--- config.mk ---
export PLATFORM = sky130hd
export DESIGN_NAME = clock_set_controller
export DESIGN_NICKNAME = d
export VERILOG_FILES = /design/src/rtl/clock_pkg.sv /design/src/rtl/btn_debounce.sv /design/src/rtl/clock_set_controller.sv
export SDC_FILE = /design/constraint.sdc
export NUM_CORES = 1
export LEC_CHECK = 0
export ABC_CLOCK_PERIOD_IN_PS = 2020
export BUFFER_PORTS_ARGS = -buffer_cell sky130_fd_sc_hd__clkbuf_2
export CAP_MARGIN = 20
export CORE_MARGIN = 4
export CORE_UTILIZATION = 56
export CTS_CLUSTER_DIAMETER = 80
export CTS_CLUSTER_SIZE = 24
export DETAILED_ROUTE_END_ITERATION = 8
export HOLD_SLACK_MARGIN = 0.15
export PLACE_DENSITY_LB_ADDON = 0.15
export SYNTH_ARGS = -nofsm -noshare
export SYNTH_HDL_FRONTEND = slang
export SYNTH_SLANG_ARGS = --single-unit
--- constraint.sdc ---
create_clock -name clk50 -period 2.02 [get_ports clk50]
set_input_delay 0.303 -clock clk50 [delete_from_list [all_inputs] [get_ports clk50]]
set_output_delay 0.303 -clock clk50 [all_outputs]
set_load 0.02 [all_outputs]
--- src/rtl/clock_pkg.sv ---
// clock_pkg: state encoding, default clock rate and mode sequencing for the digital clock controller
package clock_pkg;
  typedef enum logic [1:0] {
    ST_RUN      = 2'd0,
    ST_SET_HOUR = 2'd1,
    ST_SET_MIN  = 2'd2,
    ST_SET_SEC  = 2'd3
  } state_t;
  localparam int CLK_HZ = 50000000;
  function automatic state_t next_state(input state_t s);
    return s == ST_RUN ? ST_SET_HOUR : s == ST_SET_HOUR ? ST_SET_MIN : s == ST_SET_MIN ? ST_SET_SEC : ST_RUN;
  endfunction
endpackage

--- src/rtl/btn_debounce.sv ---
// btn_debounce: synchronises, debounces and edge-detects one active-low push button
module btn_debounce #(
  parameter int DEB_CYCLES = 1000000
) (
  input  logic clk50,
  input  logic reset,
  input  logic raw_n,
  output logic level,
  output logic press
);
  localparam int CW = DEB_CYCLES > 1 ? $clog2(DEB_CYCLES) : 1;
  localparam logic [CW-1:0] CNT_MAX = CW'(DEB_CYCLES - 1);
  logic [1:0] sync;
  logic [CW-1:0] cnt;
  logic level_d;
  logic differ;
  assign differ = sync[1] != level;
  // two-flop synchroniser, stability counter, and a press pulse on the debounced falling edge only
  always_ff @(posedge clk50 or negedge reset) begin
    if (!reset) begin
      sync    <= 2'b11;
      cnt     <= '0;
      level   <= 1'b1;
      level_d <= 1'b1;
      press   <= 1'b0;
    end else begin
      sync    <= {sync[0], raw_n};
      cnt     <= (!differ || cnt == CNT_MAX) ? '0 : cnt + 1'b1;
      level   <= (differ && cnt == CNT_MAX) ? sync[1] : level;
      level_d <= level;
      press   <= level_d & ~level;
    end
  end
endmodule

--- src/rtl/clock_set_controller.sv ---
// clock_set_controller: button handling, RUN/SET mode FSM, 1 Hz tick and set-mode blink for the digital clock
module clock_set_controller
  import clock_pkg::*;
#(
  parameter int TICK_DIV   = CLK_HZ,
  parameter int DEB_CYCLES = 1000000,
  parameter int BLINK_DIV  = 12500000
) (
  input  logic       clk50,
  input  logic       reset,
  input  logic       btn_mode_n,
  input  logic       btn_up_n,
  input  logic       btn_down_n,
  output logic       tick_1hz,
  output logic       run_en,
  output logic       sel_hour,
  output logic       sel_min,
  output logic       sel_sec,
  output logic       inc,
  output logic       dec,
  output logic       blink,
  output logic [1:0] mode
);
  localparam int TW = TICK_DIV > 1 ? $clog2(TICK_DIV) : 1;
  localparam int BW = BLINK_DIV > 1 ? $clog2(BLINK_DIV) : 1;
  localparam logic [TW-1:0] T_MAX = TW'(TICK_DIV - 1);
  localparam logic [BW-1:0] B_MAX = BW'(BLINK_DIV - 1);
  logic mode_ev, up_ev, dn_ev;
  logic [2:0] unused_lvl;
  state_t state;
  logic [TW-1:0] tcnt;
  logic [BW-1:0] bcnt;
  logic stay_run, set_edit;
  btn_debounce #(.DEB_CYCLES(DEB_CYCLES)) u_mode (
    .clk50(clk50), .reset(reset), .raw_n(btn_mode_n), .level(unused_lvl[0]), .press(mode_ev)
  );
  btn_debounce #(.DEB_CYCLES(DEB_CYCLES)) u_up (
    .clk50(clk50), .reset(reset), .raw_n(btn_up_n), .level(unused_lvl[1]), .press(up_ev)
  );
  btn_debounce #(.DEB_CYCLES(DEB_CYCLES)) u_down (
    .clk50(clk50), .reset(reset), .raw_n(btn_down_n), .level(unused_lvl[2]), .press(dn_ev)
  );
  assign stay_run = state == ST_RUN && !mode_ev;
  assign set_edit = state != ST_RUN && !mode_ev;
  assign run_en   = state == ST_RUN;
  assign sel_hour = state == ST_SET_HOUR;
  assign sel_min  = state == ST_SET_MIN;
  assign sel_sec  = state == ST_SET_SEC;
  assign mode     = state;
  // mode stepping, edit pulses, tick prescaler and blink divider; any state change restarts both dividers
  always_ff @(posedge clk50 or negedge reset) begin
    if (!reset) begin
      state    <= ST_RUN;
      tcnt     <= '0;
      bcnt     <= '0;
      tick_1hz <= 1'b0;
      inc      <= 1'b0;
      dec      <= 1'b0;
      blink    <= 1'b0;
    end else begin
      state    <= mode_ev ? next_state(state) : state;
      inc      <= set_edit & up_ev & ~dn_ev;
      dec      <= set_edit & dn_ev & ~up_ev;
      tcnt     <= (!stay_run || tcnt == T_MAX) ? '0 : tcnt + 1'b1;
      tick_1hz <= stay_run && tcnt == T_MAX;
      bcnt     <= (!set_edit || bcnt == B_MAX) ? '0 : bcnt + 1'b1;
      blink    <= !set_edit ? 1'b0 : (bcnt == B_MAX ? ~blink : blink);
    end
  end
endmodule

---- Yosys cells after proc, flatten, opt, wreduce, memory -nomap -nowiden ----
Index checks and enable logic that the tools add are counted.
W data, S select, Z words.
storage, ports and cells
  register bits after elaboration ......... 131
  input port bits ......................... 5
  word-level logic and storage cells ...... 81
cells by class
  add/sub/neg operators ................... 5
  equal/unequal tests ..................... 12
  mux-type cells .......................... 10
  bitwise gates (word level) .............. 13
  reductions and logical operators ........ 19
operator list
  kind                     number
  $add A20 B1 Y20 const B  3
  $eq A20 B20 Y1 const B   3
  $mux W20                 3
  $add A26 B1 Y26 const B  1
  $eq A26 B26 Y1 const B   1
  $mux W26                 1
  $add A24 B1 Y24 const B  1
  $eq A24 B24 Y1 const B   1
  $mux W24                 1
  $and A1 B1 Y1            7
  $logic_and A1 B1 Y1      6
  $logic_not A1 Y1         6
  $mux W2                  3
  $not A1 Y1               6
  $logic_or A1 B1 Y1       5
  $eq A2 B2 Y1 const B     2
  $ne A1 B1 Y1             3
  $eq A2 B1 Y1 const B     1
  $logic_not A2 Y1         1
  $mux W1                  2
  $ne A2 B1 Y1 const B     1
  $reduce_bool A2 Y1       1

---- Longest topological paths before layout ----
  depth in word-level cells ............... 5
  gate-level depth with buffers ........... 6
  gate-level depth less buffers ........... 5

---- By module ----
From an unflattened synthesis, not the netlist that was laid out.
second synthesis, totals
  cells, all modules ...................... 631
  area total of the unflattened synthesis .. 6,473.7 um2
by module, submodules not included
  module                instances  cells each  area an instance (um2)  sequential area each (um2)
  btn_debounce          3          111         1,164.9                 630.6
  clock_set_controller  1          298         2,979.1                 1,401.3

---- Worst setup path after synthesis ----
No wires, ideal clock.
  path type ............................... reg2reg
  start point ............................. register u_up.cnt[12]
  end point ............................... register u_up.level
  library setup time ...................... 0.082 ns
  arrival time ............................ 1.973 ns
  slack ................................... -0.035 ns
  stages on the path, launching flop included .. 5
  path buffers ............................ 0
  clock period less this slack ............ 2.055 ns
  path through ............................ dfrtp_1 > or4b_1 > or4_1 > nor2_1 > mux2_2
on the way
  longest elaborated chain between the ends .. 2
RTL lines
  what                    RTL line            text
  from (decl)             btn_debounce.sv:14  logic [CW-1:0] cnt;
  from (signal assigned)  btn_debounce.sv:28  cnt <= (!differ || cnt == CNT_MAX) ? '0 : cnt + 1'b1;
  $eq A20 B20 Y1          btn_debounce.sv:29  level <= (differ && cnt == CNT_MAX) ? sync[1] : level;
  $logic_and A1 B1 Y1     btn_debounce.sv:29
  to (signal assigned)    btn_debounce.sv:29
  to (decl)               btn_debounce.sv:8   output logic level,
Every way passes these cells.
A chain may end at the register's enable or synchronous reset.

---- Worst setup path in the final report ----
Ends and elaborated chain as after synthesis.

==> flow_metrics.env <==
export IMPL_yosys_top_cells_area="dfrtp_1 47%, nor2_1 5.2%, xnor2_1 5.1%, dfstp_2 5.0%, xor2_1 4.3%"
export IMPL_cts_tree="yes"
export IMPL_nNetsFinal=719
export IMPL_cp_max_fo=2
export IMPL_rr_endpoint="u_up.level"
export IMPL_die_area_um2=13070
export IMPL_insertion_delay_ns=0.41
export IMPL_end_kind="flop"
export IMPL_holdPathEnd="u_down.sync[1]"
export IMPL_cts_sinks=131
export IMPL_hold_start="u_down.sync[0]"
export IMPL_avgSynthCellArea_um2=10.00
export IMPL_wl_per_cell_um=14.83
export IMPL_worstMarginPinSlew_ns=0.4506
export IMPL_post_synth_top_count_cell="dfrtp_1"
export IMPL_cp_top_family="simple AND/OR/NAND/NOR gates"
export IMPL_place_hpwl_um=8657
export IMPL_core_area_um2=10940
export IMPL_drtAntennaViolNets=0
export IMPL_period_minus_slack_ns=1.968
export IMPL_routed_wl_um=12710
export IMPL_synth_seq_cells=131
export IMPL_clk_root_buffer_cell="clkbuf_16"
export IMPL_synth_top_cell_by_area="dfrtp_1"
export IMPL_synth_area_um2=6332
export IMPL_port_buffers=14
export IMPL_setup_viol=0
export IMPL_maxCapViolCount=0
export IMPL_yosysTopAreaCellShare_pct=47.03
export IMPL_ir_worst_vdd_v=0.001134
export IMPL_antenna_found_initial=0
export IMPL_area_growth_syn_to_layout_pct=20.19
export IMPL_initial_core_util_pct=57.91
export IMPL_status="complete, no violations"
export IMPL_regArea_um2=3297
export IMPL_grt_pass1_vias=5025
export IMPL_grtUsageTotal_pct=21.25
export IMPL_rsz0062_at_grt="no"
export IMPL_io_pins=15
export IMPL_grt_pass1_wl_um=22560
export IMPL_drcViolationCount=0
export IMPL_die_width_um=114.3
export IMPL_netlist_top_cells_count="119 x dfrtp_1, 87 x nor2_1, 38 x nand3_1, 37 x nand2_1, 37 x xnor2_1"
export IMPL_p_per_area_nw_per_um2=768.6
export IMPL_row_count=38
export IMPL_cp_slowest_cell="or4_4"
export IMPL_critPathArrivalTime_ns=2.31
export IMPL_async_flop_share_pct=100.0
export IMPL_path_buf_inv=0
export IMPL_via_per_inst=5.791
export IMPL_h_tree_depth=4
export IMPL_holdPathStages=0
export IMPL_crit_chain="or4b_1, or4_4, nor2_2, mux2_2"
export IMPL_timing_rr_start="u_up.cnt[12]"
export IMPL_synthCells=633
export IMPL_vias=4963
export IMPL_seq_area_frac_synth_pct=52.01
export IMPL_worstSetupPathType="reg2reg"
export IMPL_relSlewSlack_pct=69.96
export IMPL_r2r_cells=4
export IMPL_fp_dieH_um=114.3
export IMPL_multi_input_area_um2=2920
export IMPL_drt_initial_drc_count=311
export IMPL_worstSetupStartpointType="flop"
export IMPL_drv_slew=0
export IMPL_antenna_cells=0
export IMPL_hp_class="reg2reg"
export IMPL_dr_pass1_iters=5
export IMPL_synth_cell_types=41
export IMPL_crit_path_max_incr_delay_ns=0.52
export IMPL_clk_pin_slew_ns=0.06
export IMPL_routabilityCongestion=0.8370
export IMPL_final_hold_viol_count=0
export IMPL_cts_buffer_depth=2
export IMPL_synth_edf_count=0
export IMPL_syn_nets=648
export IMPL_power_uw=5850
export IMPL_grt_max_degree=54
export IMPL_max_freq_mhz=508.2
export IMPL_p_leak_uw=0.003140
export IMPL_synth_top_flop_cell="dfrtp_1"
export IMPL_numCtsBuffers=17
export IMPL_setup_tns_ns=0
export IMPL_finClkSkew_ns=0.009514
export IMPL_r2r_slack_ns=0.05
export IMPL_drive_gt1_share_pct=18.83
export IMPL_ys_warn_count=0
export IMPL_post_route_period_util_pct=97.40
export IMPL_required_ns=2.36
export IMPL_overflow=0
export IMPL_fill_cells=815
[cell type report]
cell class | count | share of cell area, %
timing repair buffer | 70 | 7.315
sequential | 131 | 43.32
tap | 140 | 2.301
clock buffer | 18 | 5.639
multi-input combinational | 466 | 38.37
inverter | 18 | 0.8877
clock inverter | 14 | 2.170
[stage by stage]
stage                     cell area [µm²]  cells  hold WS (ns)  setup slack [ns]  utilization, %
final                                7611    857        0.3545           0.05243           69.60
after global routing                 7611    857        0.3606          0.005305           69.60
after CTS                            7551    852        0.3561           0.01534           69.05
after detailed placement             6917    816        0.2789           0.04394           63.25
after global placement               6917    816        0.2778           0.06956           63.25
after floorplan                      6339    633      0.007409           0.03351               -
[registers in the layout, summed over array words and instances (netlist names), 2 cells and up]
register / cells
u_down.sync: 2
mode: 2
u_up.sync: 2
tcnt: 26
u_mode.sync: 2
bcnt: 24
u_down.cnt: 20
u_up.cnt: 20
u_mode.cnt: 20
[routing by layer]
metal / global-route usage [%] / wire length (µm) / vias up
met5: 0 / 0 / -
met4: 7.918 / 156 / 0
met3: 5.603 / 470 / 18
met2: 33.84 / 6225 / 82
met1: 28.07 / 5854 / 2448
li1: - / - / 2415
[power breakdown]
group          switching [µW]  internal [µW]
Clock                    1120           1930
Combinational            88.1           42.0
Sequential               18.6           2650
Total                    1230           4620
[what timing repair did]
action	in CTS	in global routing
endpoints found under the hold margin	30	0
resized for setup	0	8
hold buffers	4	0
setup buffers	0	5
endpoints found under the setup margin	0	18
[cells by family after synthesis]
group / share of synthesized area [%]
AO/OA/AOI/OAI: 7.449
XOR/XNOR: 9.405
adder cells (fa/ha/maj): 1.976
buffers and inverters: 2.371
flip-flops: 52.01
multiplexers: 0.8496
AND/OR/NAND/NOR: 25.94
[worst max-delay path by stage]
stage	startpoint	cells past startpoint	endpoint	slack, ns
after floorplan	u_up.cnt[12]	4	u_up.level	0.03
after CTS	u_up.cnt[15]	5	u_up.cnt[3]	0.02
after detailed placement	bcnt[6]	4	bcnt[23]	0.04
after global placement	bcnt[0]	5	bcnt[22]	0.07
final	u_up.cnt[12]	4	u_up.level	0.05
after global routing	tcnt[16]	5	tcnt[7]	0.005
[layout by cell type, fill, tap and decap left out, types with 18 or more instances in the layout]
cell     netlist  final
nand3_1       38     38
o21ai_0       21     21
a21oi_1       33     33
buf_4          1     48
inv_1         18     18
nand4_1       27     27
xor2_1        31     31
dfrtp_1      119    116
nand2_1       37     37
or3_1         18     18
xnor2_1       37     37
nor2_1        87     86
Power figures use the tool's default switching activity.
